### src/rtl/mc_pkg.sv
// Shared types and encodings for the multicycle RV32I-subset controller:
// FSM states, opcodes, ALU codes and datapath mux selects.
package mc_pkg;

   typedef enum logic [3:0] {
      START,
      FETCH,
      DECODE,
      MEMADR,
      MEMREAD,
      MEMWB,
      MEMWRITE,
      EXECUTER,
      EXECUTEI,
      ALUWB,
      JAL,
      BEQ
   } state_t;

   localparam logic [6:0] OP_LW  = 7'b0000011;
   localparam logic [6:0] OP_SW  = 7'b0100011;
   localparam logic [6:0] OP_R   = 7'b0110011;
   localparam logic [6:0] OP_I   = 7'b0010011;
   localparam logic [6:0] OP_JAL = 7'b1101111;
   localparam logic [6:0] OP_BEQ = 7'b1100011;

   localparam logic [2:0] ALU_ADD = 3'b000;
   localparam logic [2:0] ALU_SUB = 3'b001;
   localparam logic [2:0] ALU_AND = 3'b010;
   localparam logic [2:0] ALU_OR  = 3'b011;
   localparam logic [2:0] ALU_SLT = 3'b101;

   // alu_op is the coarse request from the FSM; FUNCT defers to funct3/funct7
   localparam logic [1:0] ALUOP_ADD   = 2'b00;
   localparam logic [1:0] ALUOP_SUB   = 2'b01;
   localparam logic [1:0] ALUOP_FUNCT = 2'b10;

   localparam logic [1:0] RES_ALU_OUT    = 2'b00;
   localparam logic [1:0] RES_READ_DATA  = 2'b01;
   localparam logic [1:0] RES_ALU_RESULT = 2'b10;

   localparam logic [1:0] SRCA_PC     = 2'b00;
   localparam logic [1:0] SRCA_OLD_PC = 2'b01;
   localparam logic [1:0] SRCA_RS1    = 2'b10;

   localparam logic [1:0] SRCB_RS2  = 2'b00;
   localparam logic [1:0] SRCB_IMM  = 2'b01;
   localparam logic [1:0] SRCB_FOUR = 2'b10;

   localparam logic [1:0] IMM_I = 2'b00;
   localparam logic [1:0] IMM_S = 2'b01;
   localparam logic [1:0] IMM_B = 2'b10;
   localparam logic [1:0] IMM_J = 2'b11;

endpackage

### src/rtl/alu_decoder.sv
// Combinational ALU control decode: turns the FSM's coarse alu_op plus the
// instruction funct fields into the 3-bit ALU operation.
module alu_decoder
   import mc_pkg::*;
(
   input  logic [1:0] alu_op,
   input  logic [2:0] funct3,
   input  logic       funct7_5,
   input  logic       op5,
   output logic [2:0] alu_control
);

   // funct7_5 only selects sub for register-register ops; addi reuses that bit as immediate
   always_comb begin
      alu_control = ALU_ADD;
      case (alu_op)
         ALUOP_SUB: alu_control = ALU_SUB;
         ALUOP_FUNCT: begin
            case (funct3)
               3'b000:  alu_control = (funct7_5 && op5) ? ALU_SUB : ALU_ADD;
               3'b010:  alu_control = ALU_SLT;
               3'b110:  alu_control = ALU_OR;
               3'b111:  alu_control = ALU_AND;
               default: alu_control = ALU_ADD;
            endcase
         end
         default: alu_control = ALU_ADD;
      endcase
   end

endmodule

### src/rtl/multicycle_controller.sv
// Main control FSM for the multicycle core: sequences fetch, decode, memory,
// ALU and write-back steps, stalling on mem_ready and flagging bad opcodes.
module multicycle_controller
   import mc_pkg::*;
#(
   parameter logic RESET_PC_WRITE = 1'b0
) (
   input  logic       clk,
   input  logic       rst_n,
   input  logic [6:0] op,
   input  logic [2:0] funct3,
   input  logic       funct7_5,
   input  logic       zero,
   input  logic       mem_ready,
   output logic       mem_req,
   output logic       mem_write,
   output logic       adr_src,
   output logic       ir_write,
   output logic       pc_write,
   output logic       reg_write,
   output logic [1:0] result_src,
   output logic [1:0] alu_src_a,
   output logic [1:0] alu_src_b,
   output logic [1:0] imm_src,
   output logic [2:0] alu_control,
   output logic       instr_done,
   output logic       illegal_op
);

   state_t     state;
   state_t     next_state;
   logic [1:0] alu_op;

   always_ff @(posedge clk or negedge rst_n) begin
      if (!rst_n) state <= START;
      else        state <= next_state;
   end

   // Outputs are Moore apart from mem_ready gating and zero on pc_write
   always_comb begin
      next_state = state;
      mem_req    = 1'b0;
      mem_write  = 1'b0;
      adr_src    = 1'b0;
      ir_write   = 1'b0;
      pc_write   = 1'b0;
      reg_write  = 1'b0;
      result_src = RES_ALU_OUT;
      alu_src_a  = SRCA_PC;
      alu_src_b  = SRCB_RS2;
      alu_op     = ALUOP_ADD;
      instr_done = 1'b0;
      illegal_op = 1'b0;
      case (state)
         START: begin
            pc_write   = RESET_PC_WRITE;
            next_state = FETCH;
         end
         FETCH: begin
            mem_req    = 1'b1;
            alu_src_b  = SRCB_FOUR;
            result_src = RES_ALU_RESULT;
            ir_write   = mem_ready;
            pc_write   = mem_ready;
            if (mem_ready) next_state = DECODE;
         end
         DECODE: begin
            alu_src_a = SRCA_OLD_PC;
            alu_src_b = SRCB_IMM;
            case (op)
               OP_LW, OP_SW: next_state = MEMADR;
               OP_R:         next_state = EXECUTER;
               OP_I:         next_state = EXECUTEI;
               OP_JAL:       next_state = JAL;
               OP_BEQ:       next_state = BEQ;
               default: begin
                  next_state = FETCH;
                  illegal_op = 1'b1;
                  instr_done = 1'b1;
               end
            endcase
         end
         MEMADR: begin
            alu_src_a  = SRCA_RS1;
            alu_src_b  = SRCB_IMM;
            next_state = (op == OP_SW) ? MEMWRITE : MEMREAD;
         end
         MEMREAD: begin
            mem_req = 1'b1;
            adr_src = 1'b1;
            if (mem_ready) next_state = MEMWB;
         end
         MEMWB: begin
            result_src = RES_READ_DATA;
            reg_write  = 1'b1;
            instr_done = 1'b1;
            next_state = FETCH;
         end
         MEMWRITE: begin
            mem_req    = 1'b1;
            mem_write  = 1'b1;
            adr_src    = 1'b1;
            instr_done = mem_ready;
            if (mem_ready) next_state = FETCH;
         end
         EXECUTER: begin
            alu_src_a  = SRCA_RS1;
            alu_src_b  = SRCB_RS2;
            alu_op     = ALUOP_FUNCT;
            next_state = ALUWB;
         end
         EXECUTEI: begin
            alu_src_a  = SRCA_RS1;
            alu_src_b  = SRCB_IMM;
            alu_op     = ALUOP_FUNCT;
            next_state = ALUWB;
         end
         ALUWB: begin
            reg_write  = 1'b1;
            instr_done = 1'b1;
            next_state = FETCH;
         end
         JAL: begin
            alu_src_a  = SRCA_OLD_PC;
            alu_src_b  = SRCB_FOUR;
            pc_write   = 1'b1;
            next_state = ALUWB;
         end
         BEQ: begin
            alu_src_a  = SRCA_RS1;
            alu_src_b  = SRCB_RS2;
            alu_op     = ALUOP_SUB;
            pc_write   = zero;
            instr_done = 1'b1;
            next_state = FETCH;
         end
         default: next_state = START;
      endcase
   end

   always_comb begin
      case (op)
         OP_SW:   imm_src = IMM_S;
         OP_BEQ:  imm_src = IMM_B;
         OP_JAL:  imm_src = IMM_J;
         default: imm_src = IMM_I;
      endcase
   end

   alu_decoder u_alu_decoder (
      .alu_op      (alu_op),
      .funct3      (funct3),
      .funct7_5    (funct7_5),
      .op5         (op[5]),
      .alu_control (alu_control)
   );

endmodule

### config.mk
export PLATFORM = sky130hd
export DESIGN_NAME = multicycle_controller
export DESIGN_NICKNAME = d
export VERILOG_FILES = /design/src/rtl/mc_pkg.sv /design/src/rtl/alu_decoder.sv /design/src/rtl/multicycle_controller.sv
export SDC_FILE = /design/constraint.sdc
export NUM_CORES = 1
export LEC_CHECK = 0
export BUFFER_PORTS_ARGS = -buffer_cell sky130_fd_sc_hd__buf_2
export CORE_MARGIN = 8
export CORE_UTILIZATION = 40
export CTS_BUF_LIST = sky130_fd_sc_hd__clkbuf_16
export DETAILED_ROUTE_END_ITERATION = 8
export PLACE_DENSITY = 0.73
export SLEW_MARGIN = 20
export SYNTH_ARGS = -nofsm -noshare
export SYNTH_HDL_FRONTEND = slang
export SYNTH_SLANG_ARGS = --single-unit
### constraint.sdc
create_clock -name clk -period 4.2 [get_ports clk]
set_input_delay 0 -clock clk [delete_from_list [all_inputs] [get_ports clk]]
set_output_delay 0 -clock clk [all_outputs]
set_load 0.005 [all_outputs]
==> out/results.ini <==
[status]
status = finished clean

[cts]
cts.sinks = 4
cts_tree = done
max-clock-path-buffers = 2
postCtsSetupBuffers = 0
clock_latency_ns = 0.22
ctsResizeCount = 0
cts-htree-levels = 1
numCtsBuffers = 3
cts_root_buf = clkbuf_16
cts.clk_slew.worst_paths_ns = 0.03

[timing]
fin_crit_sh = 0.492
finClkSkew_ns = 0.00177
hold_ws_ns = 0.115
finalWorstSetupSlack_ns = 2.13
setup_violations = 0
hold_viol_final = 0
tns_ns = 0
slew_violations = 0
fin_crit_ns = 2.07
fmax_mhz = 484
max_slew_margin = 0.703
worst_pin_slew_ns = 0.446
rsz0062_at_grt = false

[cells_and_area]
syn2layout_area_growth_pct = 39.8
largest_register_ffs = 4
fillers = 158
diodes = 0
top_register = state
largest_registers = state (4)
nets = 142
final_area_um2 = 878
final_util = 0.590
layout-drive-gt1-share = 0.374

[critical_path]
crit_path_start_kind = flop
path_class = flop to primary output
cp-end-kind = primary output
cp.arrival_ns = 2.07
cp_max_fo = 15
worstPathRequired_ns = 4.20

[floorplan]
start_util = 0.422
dieWidth_um = 55.6
boundaryPins = 34
dieArea_um2 = 3090
num_rows = 14
die_height_um = 55.6
coreArea_um2 = 1490

[synth]
synth_ff_type = dfrtp_1
synth.ff_latch_count = 4
ys_seq_area_frac = 0.159
synthCells = 91
synth.cell_area_um2 = 628
synth_common_cells = 15 x nor2_1, 8 x nand2_1, 6 x a21oi_1, 6 x inv_1, 5 x nand2b_1
synth-edff-count = 0
synth_warnings = 0
synth.most_common_cell = nor2_1
yosys.area.top_type = dfrtp_1
synth_top_cell_area_share = 0.159
syn_area_per_cell_um2 = 6.90
async_flop_share = 1.00
ys_top_cells_by_area = dfrtp_1 16%, nor2_1 9.0%, nand2b_1 5.0%, a21oi_1 4.8%, nand2_1 4.8%
syn_nets = 108
synth_cell_type_count = 39

[drt]
drcViolationCount = 0
routed_via_density = 5.37
wl_met1_um = 767
route.met2.wl_um = 931
firstDrtPassIters = 4
vias = 747
topRoutingLayerUsed = met4
wl_met3_um = 134
wl_um = 1850
dr.first_iter.drc_count = 9
ant_nets = 0
wl_per_cell_um = 13.3

[global_route]
grt_pass1_wl_um = 3390
grt_antenna_before_repair = 0
globalRouteOverflowTotal = 0
grt_pass1_vias = 777
grt_max_degree = 16
grt_use_total = 0.124

[place]
gp_congestion = 0.815
io_buffers = 33
place_hpwl_um = 1490
dp_slack_ns = 2.36
place_area_um2 = 793

[pwr]
leakagePower_nw = 0.481
powerDensity_nw_per_um2 = 553
peakVddDrop_mv = 0.257

[flow_run]
drv_cap = 0

[min_path]
hold_path_class = input pin to async pin

[metrics by stage]
step	instances	total power [mW]
2_1_floorplan	91	0.248
3_3_place_gp	135	0.339
3_5_place_dp	135	0.341
4_1_cts	139	0.491
5_1_grt	139	0.527
6_report	139	0.486
[power by group]
part / switching [mW] / internal [mW]
Clock: 0.0252 / 0.121
Sequential: 0.0491 / 0.0520
Combinational: 0.113 / 0.125
Total: 0.187 / 0.299
[placed cells by master, fill, tap and decap left out, types with 2 or more instances in the layout]
master     instances
a21oi_1            6
inv_1              6
o32ai_1            2
nor2_1            15
or2_2              3
or3_4              2
or3_1              2
ha_1               2
nand2b_1           5
clkbuf_16          3
o21bai_1           2
buf_2             33
nand2_1            8
nor3_1             3
dfrtp_1            4
a31oi_1            2
nor3b_1            2
[path summary, 6_finish.rpt]
kind	from	end	slack [ns]	depth (start not counted)
hold reg to reg	state[2]	state[0]	0.74	1
max in group asynchronous	rst_n	state[1]	3.96	2
setup / recovery	state[3]	alu_control[2]	2.13	9
setup reg to reg	state[0]	state[0]	2.43	4
min in group clk	mem_ready	state[0]	0.17	3
hold / removal	rst_n	state[3]	0.11	2
[worst max-delay path: stages (launching register included)]
cell	delay, ns
dfrtp_1	0.60
nand2b_1	0.28
nor2_1	0.08
nor2_1	0.17
inv_1	0.07
ha_1	0.28
inv_1	0.07
nand4_1	0.09
nor2_1	0.09
buf_2	0.11
[what timing repair did]
item,in CTS,in global routing
endpoints found under the setup margin,0,0
endpoints found under the hold margin,4,0
hold buffers,1,0
[logic make-up after synthesis]
logic type,Yosys count,share of synthesized area
mux,1,0.0159
compound gates,20,0.229
simple gates,51,0.464
flops,4,0.159
buf+inv,12,0.0737
fa+ha+maj,3,0.0578
[cell type report]
class,instances,area [um^2],area share
Clock buffer,3,75.1,0.0855
Sequential cell,4,100,0.114
Timing Repair Buffer,34,175,0.199
Inverter,7,26.3,0.0299
Multi-Input combinational cell,75,482,0.548
Tap cell,16,20.0,0.0228
[per-layer routing]
metal	global-route usage	vias to the layer above
met4	0.0458	0
li1	-	394
met2	0.210	26
met5	0	-
met3	0.0411	2
met1	0.139	325
No activity file was read; power rests on OpenSTA's default activity.
